`config.mk`:
```
export PLATFORM = sky130hd
export DESIGN_NAME = fixed_mul_seq
export DESIGN_NICKNAME = d
export VERILOG_FILES = /design/src/rtl/fixed_mul_pkg.sv /design/src/rtl/fixed_mul_dp.sv /design/src/rtl/fixed_mul_seq.sv
export SDC_FILE = /design/constraint.sdc
export NUM_CORES = 1
export LEC_CHECK = 0
export CORE_UTILIZATION = 50
export DETAILED_ROUTE_END_ITERATION = 12
export PLACE_DENSITY_LB_ADDON = 0.1
export RECOVER_POWER = 25
export SLEW_MARGIN = 10
export SYNTH_ARGS = -nofsm -noshare
export SYNTH_HDL_FRONTEND = slang
export SYNTH_SLANG_ARGS = --single-unit
```
`constraint.sdc`:
```
create_clock -name clk -period 3.15 [get_ports clk]
set_clock_uncertainty 0.2 [all_clocks]
set_input_delay 0.63 -clock clk [delete_from_list [all_inputs] [get_ports clk]]
set_output_delay 0.63 -clock clk [all_outputs]
set_load 0.005 [all_outputs]
```
`src/rtl/fixed_mul_pkg.sv`:
```
// Shared constants and state type for the sequential fixed-point multiplier.
package fixed_mul_pkg;

   // Operand/result width, unsigned fixed point with two integer bits.
   localparam int unsigned DefaultWidth = 28;

   // Number of fraction bits for a given operand width.
   function automatic int unsigned frac_bits(input int unsigned width);
      return width - 2;
   endfunction

   localparam int unsigned FRAC = frac_bits(DefaultWidth);

   typedef enum logic [1:0] {
      StIdle = 2'd0,
      StRun  = 2'd1,
      StDone = 2'd2
   } state_e;

endpackage

```
`src/rtl/fixed_mul_dp.sv`:
```
// Shift-add datapath: operand shift registers, 2*WIDTH accumulator and bit counter.
module fixed_mul_dp
   import fixed_mul_pkg::*;
#(
   parameter int unsigned WIDTH = DefaultWidth,
   localparam int unsigned CntW = $clog2(WIDTH + 1)
) (
   input  logic             clk,
   input  logic             reset_n,
   input  logic             load_i,
   input  logic             step_i,
   input  logic [WIDTH-1:0] a_i,
   input  logic [WIDTH-1:0] b_i,
   output logic             last_o,
   output logic [WIDTH-1:0] res_o,
   output logic             ovf_o
);

   localparam int unsigned Frac = frac_bits(WIDTH);

   logic [2*WIDTH-1:0] mcand_q, mcand_d;
   logic [2*WIDTH-1:0] acc_q, acc_d;
   logic [WIDTH-1:0]   mplier_q, mplier_d;
   logic [CntW-1:0]    cnt_q, cnt_d;

   // Load clears the accumulator; each step consumes one multiplier bit, LSB first.
   always_comb begin
      mcand_d  = mcand_q;
      mplier_d = mplier_q;
      acc_d    = acc_q;
      cnt_d    = cnt_q;
      if (load_i) begin
         mcand_d  = {{WIDTH{1'b0}}, a_i};
         mplier_d = b_i;
         acc_d    = '0;
         cnt_d    = '0;
      end else if (step_i) begin
         if (mplier_q[0]) begin
            acc_d = acc_q + mcand_q;
         end
         mcand_d  = mcand_q << 1;
         mplier_d = mplier_q >> 1;
         cnt_d    = cnt_q + 1'b1;
      end
   end

   // Datapath state registers.
   always_ff @(posedge clk or negedge reset_n) begin
      if (!reset_n) begin
         mcand_q  <= '0;
         mplier_q <= '0;
         acc_q    <= '0;
         cnt_q    <= '0;
      end else begin
         mcand_q  <= mcand_d;
         mplier_q <= mplier_d;
         acc_q    <= acc_d;
         cnt_q    <= cnt_d;
      end
   end

   // The step taking the counter past WIDTH-1 completes the product.
   assign last_o = (cnt_q == CntW'(WIDTH - 1));

   // Taken from the next-state accumulator so the top can register it on the final step.
   assign res_o = acc_d[2*WIDTH-3:Frac];
   assign ovf_o = |acc_d[2*WIDTH-1:2*WIDTH-2];

endmodule

```
`src/rtl/fixed_mul_seq.sv`:
```
// Sequential unsigned fixed-point multiplier with valid/ready handshakes on both sides.
module fixed_mul_seq
   import fixed_mul_pkg::*;
#(
   parameter int unsigned WIDTH = DefaultWidth
) (
   input  logic             clk,
   input  logic             reset_n,
   input  logic             in_valid,
   output logic             in_ready,
   input  logic [WIDTH-1:0] multiplicand,
   input  logic [WIDTH-1:0] multiplier,
   output logic             out_valid,
   input  logic             out_ready,
   output logic [WIDTH-1:0] product,
   output logic             overflow
);

   state_e           state_q, state_d;
   logic [WIDTH-1:0] product_q, product_d;
   logic             overflow_q, overflow_d;
   logic             load, step, last;
   logic [WIDTH-1:0] res;
   logic             ovf;

   fixed_mul_dp #(
      .WIDTH (WIDTH)
   ) u_dp (
      .clk     (clk),
      .reset_n (reset_n),
      .load_i  (load),
      .step_i  (step),
      .a_i     (multiplicand),
      .b_i     (multiplier),
      .last_o  (last),
      .res_o   (res),
      .ovf_o   (ovf)
   );

   // Next-state and datapath control; result is latched on the final RUN step.
   always_comb begin
      state_d    = state_q;
      product_d  = product_q;
      overflow_d = overflow_q;
      load       = 1'b0;
      step       = 1'b0;
      unique case (state_q)
         StIdle: begin
            if (in_valid) begin
               load    = 1'b1;
               state_d = StRun;
            end
         end
         StRun: begin
            step = 1'b1;
            if (last) begin
               state_d    = StDone;
               product_d  = res;
               overflow_d = ovf;
            end
         end
         StDone: begin
            if (out_ready) begin
               state_d = StIdle;
            end
         end
         default: state_d = StIdle;
      endcase
   end

   // State and registered result.
   always_ff @(posedge clk or negedge reset_n) begin
      if (!reset_n) begin
         state_q    <= StIdle;
         product_q  <= '0;
         overflow_q <= 1'b0;
      end else begin
         state_q    <= state_d;
         product_q  <= product_d;
         overflow_q <= overflow_d;
      end
   end

   assign in_ready  = (state_q == StIdle);
   assign out_valid = (state_q == StDone);
   assign product   = product_q;
   assign overflow  = overflow_q;

endmodule

```
# Word level (Yosys, flattened, before mapping)
# Cells that the tools add are included.
[totals]
word_cells = 39
out_inout_bits = 31
in_bits = 60
regBits = 176
[classes]
mux = 16
n_reduce_logical = 7
addsub = 2
n_eq_ne = 6
[ops]
columns = ["operator", "count"]
rows = [
  ["$mux W56", 5],
  ["$add A56 B56 Y56", 1],
  ["$mux W28", 2],
  ["$mux W5", 2],
  ["$mux W2", 3],
  ["$pmux W2 S3", 1],
  ["$add A5 B1 Y5 const B", 1],
  ["$eq A5 B5 Y1 const B", 1],
  ["$ne A2 B2 Y1 const B", 2],
  ["$reduce_and A2 Y1", 2],
  ["$reduce_bool A2 Y1", 2],
  ["$mux W1", 3],
  ["$reduce_and A3 Y1", 1],
  ["$eq A2 B1 Y1 const B", 1],
  ["$eq A2 B2 Y1 const B", 1],
  ["$logic_not A2 Y1", 1],
  ["$ne A2 B1 Y1 const B", 1],
  ["$reduce_or A2 Y1", 1],
]

# Depth between registers and ports, before layout
# Gate-level depths: netlist of the first run.
[depth]
ltp_word = 5
mapped_depth = 12
ltp_nobuf = 12

# Modules after synthesis
# From an unflattened synthesis of the first run, not the netlist that was laid out.
[hier_totals]
hier_cells = 1185
area_unflattened_um2 = 10869.2
[modules_own_cells]
columns = ["module", "cells_each", "seq_area_each_um2", "instances", "area_per_inst_um2"]
rows = [
  ["fixed_mul_dp", 1112, 3628.5, 1, 9555.4],
  ["fixed_mul_seq", 73, 775.7, 1, 1313.8],
]

# Worst setup path after synthesis of the first run
# OpenSTA, ideal clock, no wires.
[synth_path]
kind = "reg-to-reg"
startpoint = "reg u_dp.acc_q[4]"
endpoint = "reg product_q[13], in the netlist product[13]"
stages_incl_launch_ff = 11
slack_ns = 0.044
arrival_time_ns = 2.782
setup_time_ns = 0.125
path_cell_list = "dfrtp_1 ha_1 o211a_1 a211oi_2 a21oi_2 a221o_2 a32oi_2 a2111oi_2 or3_1 a32o_1 mux2_2"
[synth_via]
elab_chain_len = 4
[synth_rtl]
columns = ["element", "line", "source"]
rows = [
  ["start, declared", "fixed_mul_dp.sv:22", "logic [2*WIDTH-1:0] acc_q, acc_d;"],
  ["start signal, assigned", "fixed_mul_dp.sv:52", "acc_q <= '0;"],
  ["start signal, assigned", "fixed_mul_dp.sv:57", "acc_q <= acc_d;"],
  ["$add A56 B56 Y56", "fixed_mul_dp.sv:39", "acc_d = acc_q + mcand_q;"],
  ["$mux W56", "fixed_mul_dp.sv:38", "if (mplier_q[0]) begin"],
  ["$mux W56", "fixed_mul_dp.sv:37", "end else if (step_i) begin"],
  ["$mux W56", "fixed_mul_dp.sv:32", "if (load_i) begin"],
  ["via res[13]", "fixed_mul_seq.sv:23", "logic [WIDTH-1:0] res;"],
  ["end signal, assigned", "fixed_mul_seq.sv:79", "product_q <= product_d;"],
  ["end, declared", "fixed_mul_seq.sv:20", "logic [WIDTH-1:0] product_q, product_d;"],
]
# The timed path passes the listed nets, and every way through them passes these cells. The select of a mux whose other input is x is not followed.
# A chain may end at the register's enable or synchronous reset.

# Worst setup path in the final report of the first run
[layout_path]
startpoint = "reg u_dp.mcand_q[4]"
endpoint = "reg product_q[13], in the netlist product[13]"
[layout_via]
elab_chain_len = 4
[layout_rtl]
columns = ["element", "line", "source"]
rows = [
  ["start, declared", "fixed_mul_dp.sv:21", "logic [2*WIDTH-1:0] mcand_q, mcand_d;"],
  ["start signal, assigned", "fixed_mul_dp.sv:55", "mcand_q <= mcand_d;"],
  ["$add A56 B56 Y56", "fixed_mul_dp.sv:39", ""],
  ["$mux W56", "fixed_mul_dp.sv:38", ""],
  ["$mux W56", "fixed_mul_dp.sv:37", ""],
  ["$mux W56", "fixed_mul_dp.sv:32", ""],
  ["via res[13]", "fixed_mul_seq.sv:23", ""],
]
# The timed path passes the listed nets, and every way through them passes these cells. The select of a mux whose other input is x is not followed.

==> impl_results.md, run 1 <==
* Final Hold Vio Count at 0
* Syn Std Cell Area at between 0.01 and 0.015 mm²
* Xor and xnor fraction of the mapped netlist area at roughly 3.9%
* FF+latch count, synth at ~180
* Max VDD drop at 0.684 mV
* PortBufs at 90
* Hold crit path type: flop to flop
* Vias after detailed routing at 9123
* Period utilization at 105%
* Total core area at between 0.015 and 0.02 mm²
* Mux cell area share after synthesis at under 10%
* Die extent in x at between 100 and 150 µm
* R2r setup slk at -0.16 ns
* Critical path type: flop to flop
* RSZ-0062 raised after global routing: true
* Max_slew headroom at -5.31%
* Grt total ovfl at 0
* Largest family of logic cells by synthesized area: compound AO/OA/AOI/OAI gates
* Buffers and inverters on the worst path at 0
* FMAX at 302 MHz
* FF-to-FF End: product[13]
* # rows at 51
* Worst path max stage delay at between 0.4 and 0.5 ns
* Initial antenna violation count at 0
* Initial Util at ~50%
* Final Max Tran Viols at 60
* Initial drt markers at between 500 and 600
* Avg Inst Size Synth at a little over 9 µm²
* Status: finished, violations left
* Ys async rst share at between 90% and 100%
* Leakage at between 6 and 7 nW
* Final ANT Viol Nets at 0
* 1st-pass router iterations at 5
* Main synth FF type: dfrtp_1
* Hold_ws at around 0.28 ns
* Failing checks: capacitance limit, slew limit, setup timing
* Vias in the first global route at between 8000 and 9000
* Hold Crit Depth at 2
* Die area at a little over 0.02 mm²
* # DRC at 0
* Top post-synthesis cells by area: dfrtp_1 (44%), nand2_1 (9.8%), ha_1 (7.0%), o21ai_0 (4.6%), a22oi_1 (4.1%)
* Clock period minus worst slack at about 3.3 ns
* Slowest library cell on the worst path: dfrtp_1
* Clock transition at path regs at around 0.08 ns
* # IOs at between 90 and 100
* H-Tree Depth at 4
* Syn nets at about 1200
* Synth top area share at between 40% and 50%
* Actual slew at the worst max-slew pin at ~1.6 ns
* CTS Sinks at about 180
* Total Nets Final at between 1000 and 1500
* Worst setup SP type: flop
* Antenna fix cells at 0
* Syn-to-layout area delta at 37.5%
* Die Y-Extent at 144 µm
* Global-route wire length before repair at 45.2 mm
* CTS tree: built
* Min-delay src: u_dp.mplier_q[24]
* Wire per inst at around 17 µm
* CP endpoint kind: flop
* Dpl hpwl at 19.2 mm
* Placer Congestion at between 0.9 and 1
* Largest net degree at the start of global routing at 67
* Layout cells sized above 1 at approximately 26%
* Setup violators final at 24
* Synth area leader: dfrtp_1
* Gate Count Post-Synth at between 1000 and 1500
* CTS Buffer Depth at 2
* Yosys warnings at 0
* Critical Path Fanout Max at 4
* Distinct cell type count after synthesis at between 70 and 80
* FF-to-FF path depth at 10
* Required time worst endpoint at approximately 3.3 ns
* Crit path max-delay family: compound AO/OA/AOI/OAI gates
* Pwr dens at roughly 1200 mW/mm²
* Vias per cell at ~5.7
* WL final at between 20 and 30 mm
* Worst EP arrival at ~3.4 ns
* Total CTS buffers at 17
* Skew-Pair Late Insertion Delay at around 0.44 ns
* Sequential share of the synthesized area at between 40% and 50%
* CP cell instances: ha_4 > o211a_1 > a211oi_4 > a21oi_4 > a221o_2 > a32oi_4 > a2111oi_4 > or3_1 > a32o_1 > mux2_4
* GR Util All Layers at between 20% and 30%
* Synth Area in Adders at ~7.2%
* Worst R2R Start: u_dp.mcand_q[4]
* Hold path endpoint: u_dp.mplier_q[24]
* Root Driver: clkbuf_16
* Final core utilization at between 70 and 80%
* Number of enable flip-flop cells after synthesis at 0
* Simple-gate portion of the synthesized area at between 10% and 20%
* Complex-gate fraction of the synthesized area at 22.2%
* Final worst slack at -0.161 ns
* Max-Cap Viols at 1
* Critical path depth in cells at 10
layer usage:
layer / vias to the layer above / part of all wire, % / global-route usage [%] / wire length [µm]
li1: 4400 / - / - / -
met2: 225 / 47 / 44.8 / 13100
met3: 30 / 4.3 / 4.57 / 1210
met4: 0 / 1.1 / 5.43 / 306
met5: - / 0 / 0 / 0
met1: 4468 / 48 / 40.0 / 13500
repair_timing:
| item | CTS | global route |
|---|---|---|
| hold buffers | 1 | 0 |
| setup endpoints to repair | 28 | 40 |
| resized for setup | 44 | 112 |
| buffers inserted | 14 | 14 |
| pin swaps | 37 | 56 |
| endpoints found under the hold margin | 11 | 0 |
synth_stat cells, types with 4 or more instances:
library cell and n:
nand2_1 263, dfrtp_1 176, o21ai_0 92, a21oi_1 69, ha_1 56, a22oi_1 55
clkbuf_1 49, nor2_1 31, xnor2_1 30, a21o_1 26, mux2_2 25, nand4_1 25
inv_1 20, nand3_1 16, xor2_1 15, o21a_1 14, o21ai_1 14, and3_1 11
o21bai_1 9, nand2b_1 7, a31oi_1 6, o211ai_1 6, buf_1 5, buf_2 5
nor2b_1 5, a22o_1 4, and2_1 4, mux2i_1 4, o31ai_1 4
per-stage QoR:
stage | TNS (ns) | instance area [µm²] | instances | setup slack [ns] | total power [mW]
after CTS | -0.421 | 13200 | 1597 | -0.0871 | 14.9
after global routing | -4.96 | 13800 | 1610 | -0.273 | 17.1
final | -1.74 | 13800 | 1610 | -0.161 | 16.0
after global placement | -1.27 | 12200 | 1550 | -0.116 | 12.2
after floorplan | 0 | 10000 | 1107 | 0.0437 | 8.89
after detailed placement | -2.16 | 12200 | 1550 | -0.174 | 12.3
worst register-to-register path, cell delays in order (launching register included):
cell and delay, ns:
dfrtp_1 0.43, ha_4 0.26, o211a_1 0.27, a211oi_4 0.25
a21oi_4 0.09, a221o_2 0.41, a32oi_4 0.30, a2111oi_4 0.13
or3_1 0.33, a32o_1 0.27, mux2_4 0.25
flip-flops by register name (all words and copies together) (netlist names):
register       flops
u_dp.mplier_q     28
u_dp.acc_q        56
product           28
overflow           1
u_dp.mcand_q      56
state_q            2
u_dp.cnt_q         5
cells in the final DEF, fill, tap and decap left out, types with 4 or more instances in the layout:
master	synthesis	layout
nor2_1	31	27
nand2b_1	7	6
a22o_1	4	4
nand3_1	16	13
xor2_1	15	13
xnor2_2	0	6
buf_4	0	160
ha_1	56	36
o211ai_1	6	6
o21ai_0	92	73
o21ai_2	2	17
nand4_1	25	25
o21a_1	14	14
a21oi_4	0	5
mux2_2	25	11
buf_6	0	9
a22oi_1	55	55
o21ai_1	14	15
o21bai_1	9	9
nand2_1	263	261
mux2_4	0	15
dfrtp_1	176	176
a21o_1	26	26
and3_1	11	9
inv_1	20	20
xnor2_1	30	24
ha_4	0	19
clkdlybuf4s50_1	0	89
clkbuf_16	0	17
inv_8	0	6
a31oi_1	6	4
a21oi_1	69	56
a21oi_2	2	10
area by class of cell:
type	count	area (µm²)
Sequential cell	176	4400
Clock buffer	18	429
Tap cell	265	332
Clock inverter	14	160
Fill cell	1530	5790
Multi-Input combinational cell	851	6120
Timing Repair Buffer	266	2280
Inverter	20	75.1
how the worst max path moves through the flow:
stage | start | to
floorplan | u_dp.acc_q[4] | product[13]
global placement | u_dp.mcand_q[1] | product[19]
detailed placement | u_dp.acc_q[4] | product[23]
CTS | u_dp.mcand_q[12] | product[10]
global route | u_dp.mcand_q[0] | product[10]
finish | u_dp.mcand_q[4] | product[13]
power by group:
group          switching, mW  internal (mW)  total [mW]
logic                   5.27           4.68        9.95
registers              0.700           3.19        3.89
clock network           1.06           1.07        2.13
total                   7.03           8.95        16.0
logic make-up (layout without fill, tap and decap cells):
family	count (synthesis)	count (layout)
xor gates and xnor gates	45	45
muxes	30	30
adders and majority gates	57	57
DFF	176	176
AOI/OAI and AO/OA	339	339
buffers and inverters	80	318
and+or+nand+nor	380	380
No activity file was read; power rests on OpenSTA's default activity.
==> run 2, diff against run 1 <==
GPL_TIMING_DRIVEN = 0   (was unset)
==> impl_results.md, run 2 (synthesized netlist as in run 1, its figures left out) <==
* Total CTS buffers at 17
* H-Tree Depth at 4
* Initial Util at between 50% and 60%
* Skew-Pair Late Insertion Delay at 0.44 ns
* # rows at 51
* Clock transition at path regs at 0.07 ns
* Crit path max-delay family: compound AO/OA/AOI/OAI gates
* Clock period minus worst slack at approximately 3.4 ns
* Pwr dens at 1130 mW/mm²
* Initial antenna violation count at 1
* Total core area at 0.0196 mm²
* Critical Path Fanout Max at 4
* Final worst slack at -0.203 ns
* Wire per inst at around 17 µm
* Pre-CTS WS at -0.563 ns
* Placed Area at ~0.011 mm²
* Final Cell Area at around 0.013 mm²
* Layout cells sized above 1 at between 10% and 20%
* Worst setup SP type: flop
* CTS Buffer Depth at 2
* # DRC at 0
* Vias after detailed routing at 8815
* CP most frequent cell: nand4_1
* Leakage at roughly 5.8 nW
* FMAX at 298 MHz
* Worst path max stage delay at 0.43 ns
* Vias in the first global route at ~8300
* Period utilization at 106%
* PortBufs at 90
* Die Y-Extent at between 100 and 150 µm
* Inst Count DP at between 1000 and 1500
* Max VDD drop at 0.507 mV
* CP cell instances: ha_4 > fa_2 > a21o_1 > nand4_1 > a211o_1 > nand4_1 > a31oi_4 > o41a_1 > o21ai_1 > xnor2_1 > o21ai_2 > o31a_1
* CP endpoint kind: flop
* Max_slew headroom at -63.9%
* Worst EP arrival at between 3 and 4 ns
* Root Driver: clkbuf_16
* Total Nets Final at roughly 1400
* Largest net degree at the start of global routing at 96
* Placer Congestion at about 0.89
* Vias per cell at 5.78
* Hold crit path type: flop to flop
* Final core utilization at between 60% and 70%
* Required time worst endpoint at between 3 and 4 ns
* Status: finished, violations left
* Grt total ovfl at 0
* Initial drt markers at approximately 700
* Final setup TNS at -3.67 ns
* CTS Sinks at ~180
* GR Util All Layers at 26.8%
* Die area at a little over 0.02 mm²
* Die extent in x at between 100 and 150 µm
* RSZ-0062 raised after global routing: true
* 1st-pass router iterations at 9
* # IOs at just over 90
* Critical path type: flop to flop
* Syn-to-layout area delta at 26.8%
* CTS tree: built
* WL final at 26.5 mm
* Biggest regs: u_dp.acc_q: 56 flops, u_dp.mcand_q: 56 flops
* Setup violators final at 30
* Global-route wire length before repair at roughly 43 mm
* Actual slew at the worst max-slew pin at 2.46 ns
* Fin cells at about 1500
* Dpl hpwl at about 19 mm
* Final Max Tran Viols at 95
* Slowest library cell on the worst path: dfrtp_1
* Max-Cap Viols at 1
* Buffers and inverters on the worst path at 0
* Final ANT Viol Nets at 0
* Commonest non-fill, non-tap cells in the layout: nand2_1 (259), dfrtp_1 (176), clkdlybuf4s50_1 (89)
* Commonest non-fill, non-tap cell in the layout: nand2_1
* Failing checks: capacitance limit, slew limit, setup timing
* Final Hold Vio Count at 0
* Antenna fix cells at 0
* Cts hold-fix bufs at 0
## run 2: cell types whose count changed in the layout (fill, tap and decap cells not counted), sizes merged
cell	change
buf	-119
dlygate4sd3	-1
bufinv	+1
inv	-1
clkbuf	+36
## run 2: worst register-to-register path, stage by stage, from the launching register on
cell	delay (ns)
dfrtp_1	0.43
ha_4	0.20
fa_2	0.34
a21o_1	0.19
nand4_1	0.12
a211o_1	0.24
nand4_1	0.20
a31oi_4	0.34
o41a_1	0.30
o21ai_1	0.11
xnor2_1	0.21
o21ai_2	0.11
o31a_1	0.27
## run 2: worst paths after layout
path	from	end	slack (ns)	depth (start not counted)
min in group asynchronous	reset_n	u_dp.acc_q[13]	0.73	1
min	u_dp.acc_q[55]	u_dp.acc_q[55]	0.27	1
max	u_dp.acc_q[0]	overflow	-0.20	12
max in group asynchronous	reset_n	u_dp.mplier_q[5]	0.57	1
min reg2reg	u_dp.acc_q[55]	u_dp.acc_q[55]	0.27	1
max reg2reg	u_dp.acc_q[0]	overflow	-0.20	12
## run 2: area by class of cell
type / instances / area, µm²
plain buffers: 50 / 211
clock inverters: 14 / 164
flip-flops and latches: 176 / 4400
well taps: 265 / 332
multi-input cells: 851 / 5850
inverters: 20 / 75.1
repair buffers: 133 / 1270
fillers: 1668 / 6860
clock buffers: 17 / 425
## run 2: power by group
group | total [mW] | internal (mW) | switching, mW
Clock | 2.14 | 1.13 | 1.01
Sequential | 3.85 | 3.20 | 0.654
Combinational | 8.36 | 3.47 | 4.89
## run 2: metal layers
metal / up-vias / track usage, % / share of wire [%]
li1: 4239 / - / -
met1: 4295 / 38.7 / 48
met2: 249 / 42.0 / 45
met3: 30 / 5.00 / 5.3
met4: 2 / 5.21 / 1.2
met5: - / 0 / 0.049
## run 2: stage by stage
step | power (mW) | hold slack (ns)
2_1_floorplan | 8.89 | 0.134
3_3_place_gp | 10.7 | 0.259
3_5_place_dp | 10.9 | 0.264
4_1_cts | 13.8 | 0.0511
5_1_grt | 15.4 | 0.277
6_report | 14.4 | 0.270
## run 2: timing repair
action / 4_1_cts / 5_1_grt
pin swaps: 48 / 23
setup buffers: 24 / 19
setup endpoints to repair: 52 / 50
gates resized for setup: 68 / 55
==> run 3, diff against run 2 <==
PLACE_DENSITY = 0.74   (was unset)
PLACE_DENSITY_LB_ADDON = unset   (was 0.1)
==> impl_results.md, run 3 (synthesized netlist as in run 1, its figures left out) <==
* Critical Path Fanout Max at 6
* RSZ-0062 raised after global routing: true
* # DRC at 0
* Leakage at around 5.8 nW
* Crit path max-delay family: compound AO/OA/AOI/OAI gates
* Final ANT Viol Nets at 0
* H-Tree Depth at 4
* Vias in the first global route at 8660
* FF-to-FF path depth at 10
* Max_slew headroom at -12.9%
* Int Power at approximately 8.0 mW
* Final worst slack at -0.336 ns
* Syn-to-layout area delta at 28.3%
* Die Y-Extent at between 100 and 150 µm
* Critical path depth in cells at 10
* Initial Util at slightly above 50%
* Psw at just under 7 mW
* Critical path type: flop to flop
* Worst path max stage delay at 0.45 ns
* WL final at 28.1 mm
* Max VDD drop at roughly 0.5 mV
* Grt total ovfl at 0
* Clock transition at path regs at 0.07 ns
* Commonest non-fill, non-tap cell in the layout: nand2_1
* Dpl hpwl at 18.9 mm
* Skew-Pair Late Insertion Delay at about 0.44 ns
* FMAX at 287 MHz
* Total core area at 0.0196 mm²
* Max-Cap Viols at 1
* CP endpoint kind: flop
* Period utilization at 111%
* Actual slew at the worst max-slew pin at about 1.7 ns
* Filler Cell Count at roughly 1600
* R2r setup slk at -0.34 ns
* Pwr dens at 1140 mW/mm²
* Final core utilization at around two thirds
* Setup violators final at 33
* Required time worst endpoint at around 3.3 ns
* Vias per cell at roughly 6
* FF-to-FF End: product[17]
* Biggest regs: u_dp.acc_q: 56 flops, u_dp.mcand_q: 56 flops
* # IOs at a little over 90
* Sequential share of power at a little over a quarter
* Layout cells sized above 1 at approximately 17%
* Total Nets Final at between 1000 and 1500
* Pwr Total at between 10 and 15 mW
* Final Hold Vio Count at 0
* GR Util All Layers at around 28%
* Antenna fix cells at 0
* Status: finished, violations left
* Die area at 0.0206 mm²
* Global-route wire length before repair at between 40 and 50 mm
* Initial drt markers at between 800 and 900
* Slowest library cell on the worst path: a2111oi_4
* CTS Sinks at between 150 and 200
* Worst setup startpoint: u_dp.mcand_q[13]
* Worst EP arrival at around 3.6 ns
* CTS tree: built
* Die extent in x at ~140 µm
* Placer Congestion at 0.921
* Total CTS buffers at 17
* Final Max Tran Viols at 70
* Worst setup SP type: flop
* Initial antenna violation count at 0
* PortBufs at 90
* Clock period minus worst slack at about 3.5 ns
* Buffers and inverters on the worst path at 0
* # rows at roughly 50
* Final setup TNS at -4.62 ns
* Switching Fraction at a little under half
* CP cell instances: ha_2 > nand4_1 > nor3_2 > and3_4 > a32oi_4 > a2111oi_4 > o21bai_2 > a21bo_1 > a32o_2 > mux2_4
* CTS Buffer Depth at 2
* Logic pwr share at between 50% and 60%
* 1st-pass router iterations at 6
* Min-delay src: u_dp.mplier_q[18]
* Hold crit path type: flop to flop
* CP Capture Point: product[17]
* Worst R2R Start: u_dp.mcand_q[13]
* Largest net degree at the start of global routing at ~110
* Failing checks: capacitance limit, slew limit, setup timing
* Root Driver: clkbuf_16
* Wire per inst at 18.3 µm
* Commonest non-fill, non-tap cells in the layout: nand2_1 (258), dfrtp_1 (176), clkdlybuf4s50_1 (89)
* Power share of the clock group at between 10% and 20%
* Vias after detailed routing at 9175
[run 3: cell types whose count changed in the layout (fill, tap and decap cells not counted), sizes merged]
cell / change
buf: +6
bufinv: +1
clkinv: -1
clkinvlp: +1
dlygate4sd3: +1
inv: -1
[run 3: what timing repair did]
| action | CTS | global route |
|---|---|---|
| pin swaps | 40 | 37 |
| gates resized for setup | 66 | 76 |
| buffers inserted | 36 | 15 |
| endpoints found under the setup margin | 49 | 68 |
| endpoints found under the hold margin | 69 | 0 |
| hold buffers | 1 | 0 |
[run 3: power groups by stage]
stage          clock network, mW  registers (mW)  logic (mW)
6_report                    2.25            3.87        8.62
5_1_grt                     2.36            3.97        9.42
4_1_cts                     2.26            3.83        7.74
3_5_place_dp                   0            3.84        7.05
3_3_place_gp                   0            3.82        6.89
2_1_floorplan                  0            3.67        5.22
[run 3: worst min path at each step]
stage	to	cells after the start
floorplan	overflow	0
global placement	u_dp.mplier_q[4]	2
detailed placement	u_dp.mplier_q[6]	2
CTS	u_dp.mplier_q[6]	2
global route	u_dp.mplier_q[25]	2
finish	u_dp.mplier_q[18]	2
[run 3: area by class of cell]
type / count / area [µm²] / area share (%)
Clock inverter: 14 / 173 / 1.34
Sequential cell: 176 / 4400 / 34.2
Timing Repair Buffer: 141 / 1330 / 10.3
Multi-Input combinational cell: 851 / 5930 / 46.0
Inverter: 20 / 75.1 / 0.583
Clock buffer: 18 / 439 / 3.41
Buffer: 48 / 198 / 1.53
Tap cell: 265 / 332 / 2.57
[run 3: worst register-to-register path: stages, from the launching register on]
cell and delay (ns):
dfrtp_1 0.42, ha_2 0.44, nand4_1 0.23, nor3_2 0.38, and3_4 0.26, a32oi_4 0.08
a2111oi_4 0.45, o21bai_2 0.16, a21bo_1 0.21, a32o_2 0.27, mux2_4 0.26
[run 3: per-stage QoR]
step	std cells	area, µm²	hold slack [ns]	setup WS, ns
final	1533	12900	0.283	-0.336
after global routing	1533	12900	0.291	-0.349
after CTS	1525	12500	0.282	-0.176
after detailed placement	1463	11300	0.265	-0.507
after global placement	1462	11300	0.259	-6.20
after floorplan	1107	10000	0.134	0.0437
[run 3: metal layers]
layer | part of all wire (%) | global-route usage, % | vias to the layer above
met3 | 7.0 | 5.70 | 61
met2 | 45 | 42.2 | 368
met1 | 46 | 39.9 | 4491
met5 | 0 | 0 | -
met4 | 2.3 | 9.46 | 0
li1 | - | - | 4255
==> variant, RTL diff (flow settings as in run 1) <==
Take the reset off `product_q` and load it in a clocked block of its own.
--- a/src/rtl/fixed_mul_seq.sv
+++ b/src/rtl/fixed_mul_seq.sv
@@ -73,11 +73,13 @@
       if (!reset_n) begin
          state_q    <= StIdle;
-         product_q  <= '0;
          overflow_q <= 1'b0;
       end else begin
          state_q    <= state_d;
-         product_q  <= product_d;
          overflow_q <= overflow_d;
       end
+   end
+
+   always_ff @(posedge clk) begin
+      product_q <= product_d;
    end
 
Behaviour: no difference found for any inputs over 10 cycles, from zero or initial values and one cycle with reset_n low; that may be too few to reach the edited logic, so the function may still have changed.
==> variant against run 1 <==
  * Clock power fell by 5%
  * Area after synthesis fell by 3.5%
  * Critical path depth up 3
  * Synthesized cell count fell by 4.2%
  * The flow still finishes with violations (max-capacitance violations, max-slew violations, negative setup slack)
  * Wire length fell by 14%
  * Final area decreased by 7.3%
  * Total power fell by 17%
  * Sequential cell count did not move
  * Sequential power is 4% lower
  * Worst setup slack worse by 0.082 ns
==> variant: results (changes against run 1) <==
SETUP_VIOL_COUNT_FINAL=27  # +13%
FINAL_MAX_SLEW_VIOL_COUNT=69  # +15%
MAX_CAP_VIOL_COUNT=1  # unchanged
SYNTH-ASYNC-RESET-RATIO_PCT=84.09  # -16 points
CELLLEAKAGEPOWER_nW=5.803  # -9.0%
FINAL_GP_CONGESTION=0.8687  # -9.1%
VIOLATIONS_IN_THE_FINAL_REPORTS='max-capacitance violations, max-slew violations, negative setup slack'
SYNTH_CELL_TYPES=58  # -21%
ROUTED_WL_UM=24280  # -14%
RUN_STATUS='complete, but fails checks'
SEQUENTIAL_AREA_SHARE_AFTER_SYNTHESIS_PCT=46.90  # +3.0 points
GRT_PASS1_WL_UM=39790  # -12%
POST-DP-HPWL_UM=16400  # -14%
FINALSETUPTNS_NS=-2.924  # -1.179 ns
SYNTH_EDF_COUNT=28  # +28
CRITICAL_PATH_PEAK_FANOUT=3  # -1
DR_TOTAL_VIAS=8415  # -7.8%
SEQPWRFRAC_PCT=28.0  # +3.6 points
POWER_SWITCHING_mW=5.636  # -20%
GRT_START_MAX_NET_PINS=87  # +30%
FINAL.FILL_COUNT=1500  # -2.0%
MAXSLEWHEADROOM_PCT=-19.03  # -14 points
DRTITER0DRC=476  # -12%
PLACEMENT.SETUP.WORST_SLACK_NS=-0.3382  # -0.1644 ns
POSTLAYOUTSETUPSLACKWORST_NS=-0.2432  # -0.08210 ns
SWITCHING_SHARE_PCT=42.44  # -1.6 points
FINALNETCOUNT=1365  # -5.8%
SYNTH_COMMONEST_CELLS='264 x sky130_fd_sc_hd__nand2_1, 148 x sky130_fd_sc_hd__dfrtp_1, 91 x sky130_fd_sc_hd__o21ai_0, 63 x sky130_fd_sc_hd__a21oi_1, 57 x sky130_fd_sc_hd__clkbuf_1'
[variant: cell count changes after synthesis, moves of 6 or more]
cell / before / now
sky130_fd_sc_hd__dfrtp_1: 176 / 148
sky130_fd_sc_hd__edfxtp_1: 0 / 28
sky130_fd_sc_hd__mux2_2: 25 / 0
sky130_fd_sc_hd__o21ai_1: 14 / 28
sky130_fd_sc_hd__xor2_1: 15 / 26
sky130_fd_sc_hd__inv_1: 20 / 10
sky130_fd_sc_hd__clkbuf_1: 49 / 57
sky130_fd_sc_hd__o21a_1: 14 / 7
sky130_fd_sc_hd__a21oi_1: 69 / 63
sky130_fd_sc_hd__nor3_1: 2 / 8
sky130_fd_sc_hd__xnor2_1: 30 / 24
[variant: cell families (layout without fill, tap and decap cells)]
| logic type | count (synthesis) | count (layout) | synth area share, % |
|---|---|---|---|
| buffers and inverters | 69 | 270 | 2.686 |
| AO/OA/AOI/OAI | 327 | 327 | 21.46 |
| adder cells (fa/ha/maj) | 57 | 57 | 7.438 |
| AND/OR/NAND/NOR | 378 | 378 | 16.68 |
| multiplexers | 3 | 3 | 0.3099 |
| flip-flops | 176 | 176 | 46.90 |
| XOR/XNOR | 50 | 50 | 4.520 |
[variant: cell type report]
cell class | count | area, sq um | area share, %
Multi-Input combinational cell | 815 | 5338 | 41.71
Sequential cell | 176 | 4544 | 35.51
Timing Repair Buffer | 228 | 1989 | 15.55
Clock buffer | 18 | 429.2 | 3.354
Tap cell | 260 | 325.3 | 2.542
Clock inverter | 14 | 133.9 | 1.046
Inverter | 10 | 37.54 | 0.2933
[variant: worst paths after layout]
kind	from	end	slack [ns]	depth (start not counted)
worst max-delay path	u_dp.acc_q[0]$_DFFE_PN0P_	product[26]$_DFFE_PP_	-0.24	13
worst min-delay path	u_dp.mplier_q[23]$_DFFE_PN0P_	u_dp.mplier_q[23]$_DFFE_PN0P_	0.28	2
worst max register to register	u_dp.acc_q[0]$_DFFE_PN0P_	product[26]$_DFFE_PP_	-0.24	13
worst min register to register	u_dp.mplier_q[23]$_DFFE_PN0P_	u_dp.mplier_q[23]$_DFFE_PN0P_	0.28	2
max in group asynchronous	reset_n	u_dp.mcand_q[10]$_DFFE_PN0P_	0.48	2
min in group asynchronous	reset_n	u_dp.mcand_q[31]$_DFFE_PN0P_	0.45	1
[variant: repair_timing]
item / 4_1_cts / 5_1_grt
resized for setup: 27 / 68
setup buffers: 4 / 16
pin swaps: 25 / 41
endpoints found under the setup margin: 32 / 45
cloned: 0 / 0
[variant: metal layers]
layer | up-vias | track usage [%] | share of wire [%]
met3 | 28 | 4.280 | 3.3
met1 | 4076 | 32.95 | 45
met4 | 0 | 5.606 | 1.3
li1 | 4147 | - | -
met5 | - | 0 | 0
met2 | 164 | 42.81 | 50
